<file path="src/rtl/controle_multiciclo.sv">
// Multicycle control unit: fetch/decode/execute/write-back/PC-update sequencing with a req/ack fetch handshake.
// Optional macro CONT_CICLOS_EN adds saturating cycle and instruction counters (ciclos, instrucoes).
module controle_multiciclo #(
    parameter int unsigned LARG_OP   = 4,
    parameter int unsigned OP_SALTO  = 11,
    parameter int unsigned OP_DESVIO = 12
) (
    input  logic               clk,
    input  logic               rst,
    input  logic [LARG_OP-1:0] opcode,
    input  logic               mem_ack,
    output logic               mem_req,
    output logic               EscIR,
    output logic               EscCP,
    output logic               EscCondCP,
    output logic               EscReg,
    output logic               ULA_A,
    output logic [1:0]         ULA_B,
    output logic [3:0]         ULA_OP,
    output logic [1:0]         FonteCP,
    output logic               flagimm,
    output logic               ilegal,
    output logic               instr_fim,
    output logic [2:0]         estado
`ifdef CONT_CICLOS_EN
    ,
    output logic [15:0]        ciclos,
    output logic [15:0]        instrucoes
`endif
);

    typedef enum logic [2:0] {
        INICIO  = 3'd0,
        BUSCA   = 3'd1,
        DECOD   = 3'd2,
        EXEC    = 3'd3,
        ESCRITA = 3'd4,
        SALTO   = 3'd5,
        DESVIO  = 3'd6
    } estado_t;

    estado_t            st;
    logic [LARG_OP-1:0] op_r;

    function automatic logic classe_reg(input logic [LARG_OP-1:0] op);
        return op inside {4'd0, 4'd1, 4'd3, 4'd4, 4'd5};
    endfunction

    function automatic logic classe_imm(input logic [LARG_OP-1:0] op);
        return (op == 4'd2) || (op inside {[4'd6:4'd10]});
    endfunction

    // State register and latched opcode; unused encodings recover to BUSCA.
    always_ff @(posedge clk or posedge rst) begin
        if (rst) begin
            st   <= INICIO;
            op_r <= '0;
        end else begin
            case (st)
                INICIO: st <= BUSCA;
                BUSCA:  if (mem_ack) st <= DECOD;
                DECOD: begin
                    op_r <= opcode;
                    if (classe_reg(opcode) || classe_imm(opcode))
                        st <= EXEC;
                    else if (opcode == LARG_OP'(OP_SALTO))
                        st <= SALTO;
                    else if (opcode == LARG_OP'(OP_DESVIO))
                        st <= DESVIO;
                    else
                        st <= BUSCA;
                end
                EXEC:    st <= ESCRITA;
                ESCRITA: st <= BUSCA;
                SALTO:   st <= BUSCA;
                DESVIO:  st <= BUSCA;
                default: st <= BUSCA;
            endcase
        end
    end

    // Strobes follow the state register so reset clears them without waiting for a clock.
    always_comb begin
        mem_req   = 1'b0;
        EscIR     = 1'b0;
        EscCP     = 1'b0;
        EscCondCP = 1'b0;
        EscReg    = 1'b0;
        ULA_A     = 1'b0;
        ULA_B     = 2'b00;
        ULA_OP    = 4'd0;
        FonteCP   = 2'b00;
        flagimm   = 1'b0;
        ilegal    = 1'b0;
        instr_fim = 1'b0;
        case (st)
            BUSCA: begin
                mem_req = 1'b1;
                ULA_B   = 2'b01;
                EscIR   = mem_ack;
                EscCP   = mem_ack;
            end
            DECOD: begin
                if (!(classe_reg(opcode) || classe_imm(opcode) ||
                      opcode == LARG_OP'(OP_SALTO) || opcode == LARG_OP'(OP_DESVIO))) begin
                    ilegal    = 1'b1;
                    instr_fim = 1'b1;
                end
            end
            EXEC, ESCRITA: begin
                ULA_A   = 1'b1;
                ULA_OP  = 4'(op_r);
                ULA_B   = classe_imm(op_r) ? 2'b10 : 2'b00;
                flagimm = classe_imm(op_r);
                if (st == ESCRITA) begin
                    EscReg    = 1'b1;
                    instr_fim = 1'b1;
                end
            end
            SALTO: begin
                EscCP     = 1'b1;
                FonteCP   = 2'b10;
                instr_fim = 1'b1;
            end
            DESVIO: begin
                EscCondCP = 1'b1;
                ULA_A     = 1'b1;
                ULA_OP    = 4'(op_r);
                FonteCP   = 2'b01;
                instr_fim = 1'b1;
            end
            default: ;
        endcase
    end

    assign estado = st;

`ifdef CONT_CICLOS_EN
    // Saturating activity counters.
    always_ff @(posedge clk or posedge rst) begin
        if (rst) begin
            ciclos     <= 16'd0;
            instrucoes <= 16'd0;
        end else begin
            if (st != INICIO && ciclos != 16'hFFFF)
                ciclos <= ciclos + 16'd1;
            if (instr_fim && instrucoes != 16'hFFFF)
                instrucoes <= instrucoes + 16'd1;
        end
    end
`else
    // Counters not built.
`endif

endmodule

</file>
<file path="config.mk">
export PLATFORM = sky130hd
export DESIGN_NAME = controle_multiciclo
export DESIGN_NICKNAME = d
export VERILOG_FILES = /design/src/rtl/controle_multiciclo.sv
export SDC_FILE = /design/constraint.sdc
export NUM_CORES = 1
export LEC_CHECK = 0
export ABC_AREA = 1
export CORE_AREA = 2 2 39 41
export CTS_BUF_LIST = sky130_fd_sc_hd__clkbuf_4 sky130_fd_sc_hd__clkbuf_8
export CTS_CLUSTER_SIZE = 12
export DETAILED_ROUTE_END_ITERATION = 16
export DIE_AREA = 0 0 41 43
export PLACE_DENSITY = 0.88
export SLEW_MARGIN = 0
export SYNTH_ARGS = -nofsm -noshare
export SYNTH_HDL_FRONTEND = slang
export SYNTH_SLANG_ARGS = --single-unit
</file>
<file path="constraint.sdc">
create_clock -name clk -period 2.5 [get_ports clk]
set_input_delay 0.625 -clock clk [delete_from_list [all_inputs] [get_ports clk]]
set_output_delay 0.625 -clock clk [all_outputs]
set_load 0.005 [all_outputs]
</file>
==> results <==
cell usage after synthesis, drive strengths merged:
| library cell | instances | share of area |
|---|---|---|
| o21ai | 8 | 0.082 |
| nand2 | 17 | 0.14 |
| inv | 15 | 0.12 |
| nand3 | 5 | 0.051 |
| nor2 | 13 | 0.13 |
| dfrtp | 7 | 0.36 |
| buf | 3 | 0.054 |
| a21oi | 2 | 0.028 |
| nor3 | 4 | 0.051 |
state kept, by name, summed over array words and instances, names as in the netlist:
signal and count:
op_r 4, estado 3
layer usage:
layer / part of all wire / GRT usage
met1: 0.40 / 0.1879
met2: 0.50 / 0.2250
met3: 0.064 / 0.03141
met4: 0.030 / 0.1000
met5: 0 / 0
path summary, 6_finish.rpt:
path,end,startpoint,slack [ns]
min,op_r[0],op_r[0],0.57
min in group asynchronous,estado[1],rst,0.59
min reg2reg,op_r[0],op_r[0],0.57
max,EscIR,mem_ack,0.1
max in group asynchronous,op_r[0],rst,1.70
max reg2reg,estado[1],estado[0],1.33
worst max-delay path, delay by kind of cell:
kind / cells / cell delay, ns
buffers and inverters: 3 / 1.06
AND/OR/NAND/NOR: 1 / 0.10
layout make-up:
| class | count | share of cell area |
|---|---|---|
| Sequential cell | 7 | 0.2181 |
| Inverter | 15 | 0.07009 |
| Tap cell | 16 | 0.02492 |
| Multi-Input combinational cell | 49 | 0.2882 |
| Timing Repair Buffer | 30 | 0.3614 |
| Clock buffer | 4 | 0.03738 |
power breakdown:
| group | internal (mW) | switching [mW] |
|---|---|---|
| combinational | 0.315 | 0.281 |
| clock | 0.0717 | 0.0414 |
| sequential | 0.170 | 0.0494 |
stage by stage:
stage / area [µm²] / hold slack [ns]
3_3_place_gp: 773.2 / 0.5495
4_1_cts: 800.8 / 0.5807
5_1_grt: 803.3 / 0.6307
3_5_place_dp: 773.2 / 0.5723
2_1_floorplan: 489.2 / 0.4284
6_report: 803.3 / 0.5684
logic make-up (layout without fill, tap and decap cells):
logic type / count (synthesis) / count (layout) / synth area share
AND/OR/NAND/NOR: 39 / 39 / 0.3632
flip-flops: 7 / 7 / 0.3581
AO/OA/AOI/OAI: 10 / 10 / 0.1100
buffers and inverters: 18 / 49 / 0.1688
timing repair:
item                       4_1_cts  5_1_grt
hold buffers                     0        0
resized for setup                2        1
setup endpoints to repair        2        1
setup buffers                    0        0
hold endpoints to repair         0        0
==> results.txt <==
----------------------------------------------------
[Route]
  DR DRC count ... 0
  Wire length per cell ... 9.760 µm
  Via count of the routed design ... between 500 and 600
  Number of DRC markers in iteration 0 ... 13
  Post-DR vias/cell ... 4.686
  DR pass1 iterations ... 4
  ANT nets after route ... 0
  Detailed-route wire length ... 1181 µm

[Critical path]
  Kind of start point of the critical path ... input pin
  Critical Setup Path Class ... in2out
  Data arrival, critical path ... between 1.5 and 2 ns
  CP cell instances ... clkdlybuf4s50_1 > inv_1 > nor2_1 > clkdlybuf4s50_1
  Worst Reg-to-Reg Cells ... 6
  Worst Setup End Kind ... output pin
  Max stage delay cell, worst path ... clkdlybuf4s50_1
  Required time of the worst setup path ... roughly 1.9 ns
  Most numerous cell on the critical path ... clkdlybuf4s50_1
  Delay of the slowest critical-path stage ... approximately 0.51 ns
  Highest fanout seen on the critical path ... 3

[GRT]
  Pin count of the biggest net entering global routing ... 11
  Wire length of the first global-routing pass ... 1759 µm
  Initial antenna violation count ... 0
  Global route overflow ... 0
  Via count of the first global-routing pass ... approximately 450
  Total GRT Usage ... 0.1516

[Timing]
  Setup violators final ... 0
  Setup slack of the critical path after layout ... approximately 0.099 ns
  Final worst-path cycle share ... 0.9606
  Clock Skews ... between 0.006 and 0.007 ns
  Final worst path period need ... approximately 2.4 ns
  Relative max-transition margin ... 0.8325
  Final total negative setup slack ... 0 ns
  Setup repair after global routing missed its margin ... false
  Max Transition Viols Final ... 0
  Max Fclk ... approximately 420 MHz
  Number of hold violations in the final report ... 0
  Least-Margin Pin Slew ... 0.2509 ns

[Yosys]
  #FFs+latches synth ... 7
  Netlist area before placement ... a little under 500 µm²
  Total of warnings raised by yosys ... 0
  Synthesized Nets ... a little over 80
  Synth Instances ... 74
  Post-Syn Area per Cell ... 6.611 µm²
  Seq/Total Area, Yosys ... 0.3581
  Unique cell type count in the Yosys netlist ... 15

[Clock network]
  Worst-path clk slew ... around 0.05 ns
  Clock tree from TritonCTS ... done
  H-tree levels ... 1
  Clock latency of the later-clocked register in the worst-skew pair ... roughly 0.25 ns
  Clock buffers created by TritonCTS ... 3
  CTS sink count ... 7
  Buffer cell driving the clock tree root ... clkbuf_4
  Clk buf depth ... 2

[Worst hold path]
  Hold Crit Depth ... 2
  Worst min-delay path category ... reg2reg

[Finish]
  Fill cell count ... ~140
  Most common library cell in the layout ignoring fill and taps ... clkdlybuf4s50_1
  Number of diodes ... 0
  Non-Filler Instances ... 121
  Footprint of the multi-input gates ... between 200 and 250 µm²
  Final Net Count ... 113
  Most frequent cells in the layout ... clkdlybuf4s50_1 (23), nand2_1 (16), inv_1 (11)
  Layout cell share with drive strength beyond 1 ... 0.1905
  Layout Utilization ... 0.5805
  Register Area ... approximately 180 µm²
  Area growth from synthesis to layout ... 64.19%

[Place]
  Placed Cells incl. Taps ... 117
  Post-Place Worst Slack ... -0.1449 ns
  Count of port buffers added during placement ... 26
  Hpwl dp ... 1001 µm
  Gpl congestion ... 0.7471

[Run status]
  Run status ... complete, no violations

[Floorplanning]
  Top-level I/O count ... 27
  Die boundary height ... around 43 µm
  Horiz. Die Dim ... between 40 and 50 µm
  Die footprint ... 1763 µm²
  Rows ... 14
  Initial Util ... 0.3535
  Core area ... 1384 µm²

[Flow run]
  Maxcap violations ... 0

[Power and ir drop]
  Leakage power ... 0.3911 nW
  Maximum ir drop on the vdd rail ... 0.4755 mV
  Power per Cell Area ... between 1000 and 1500 nW/µm²
  Total power of the final layout ... slightly above 900 µW

----------------------------------------------------
No activity file was read; power rests on OpenSTA's default activity.
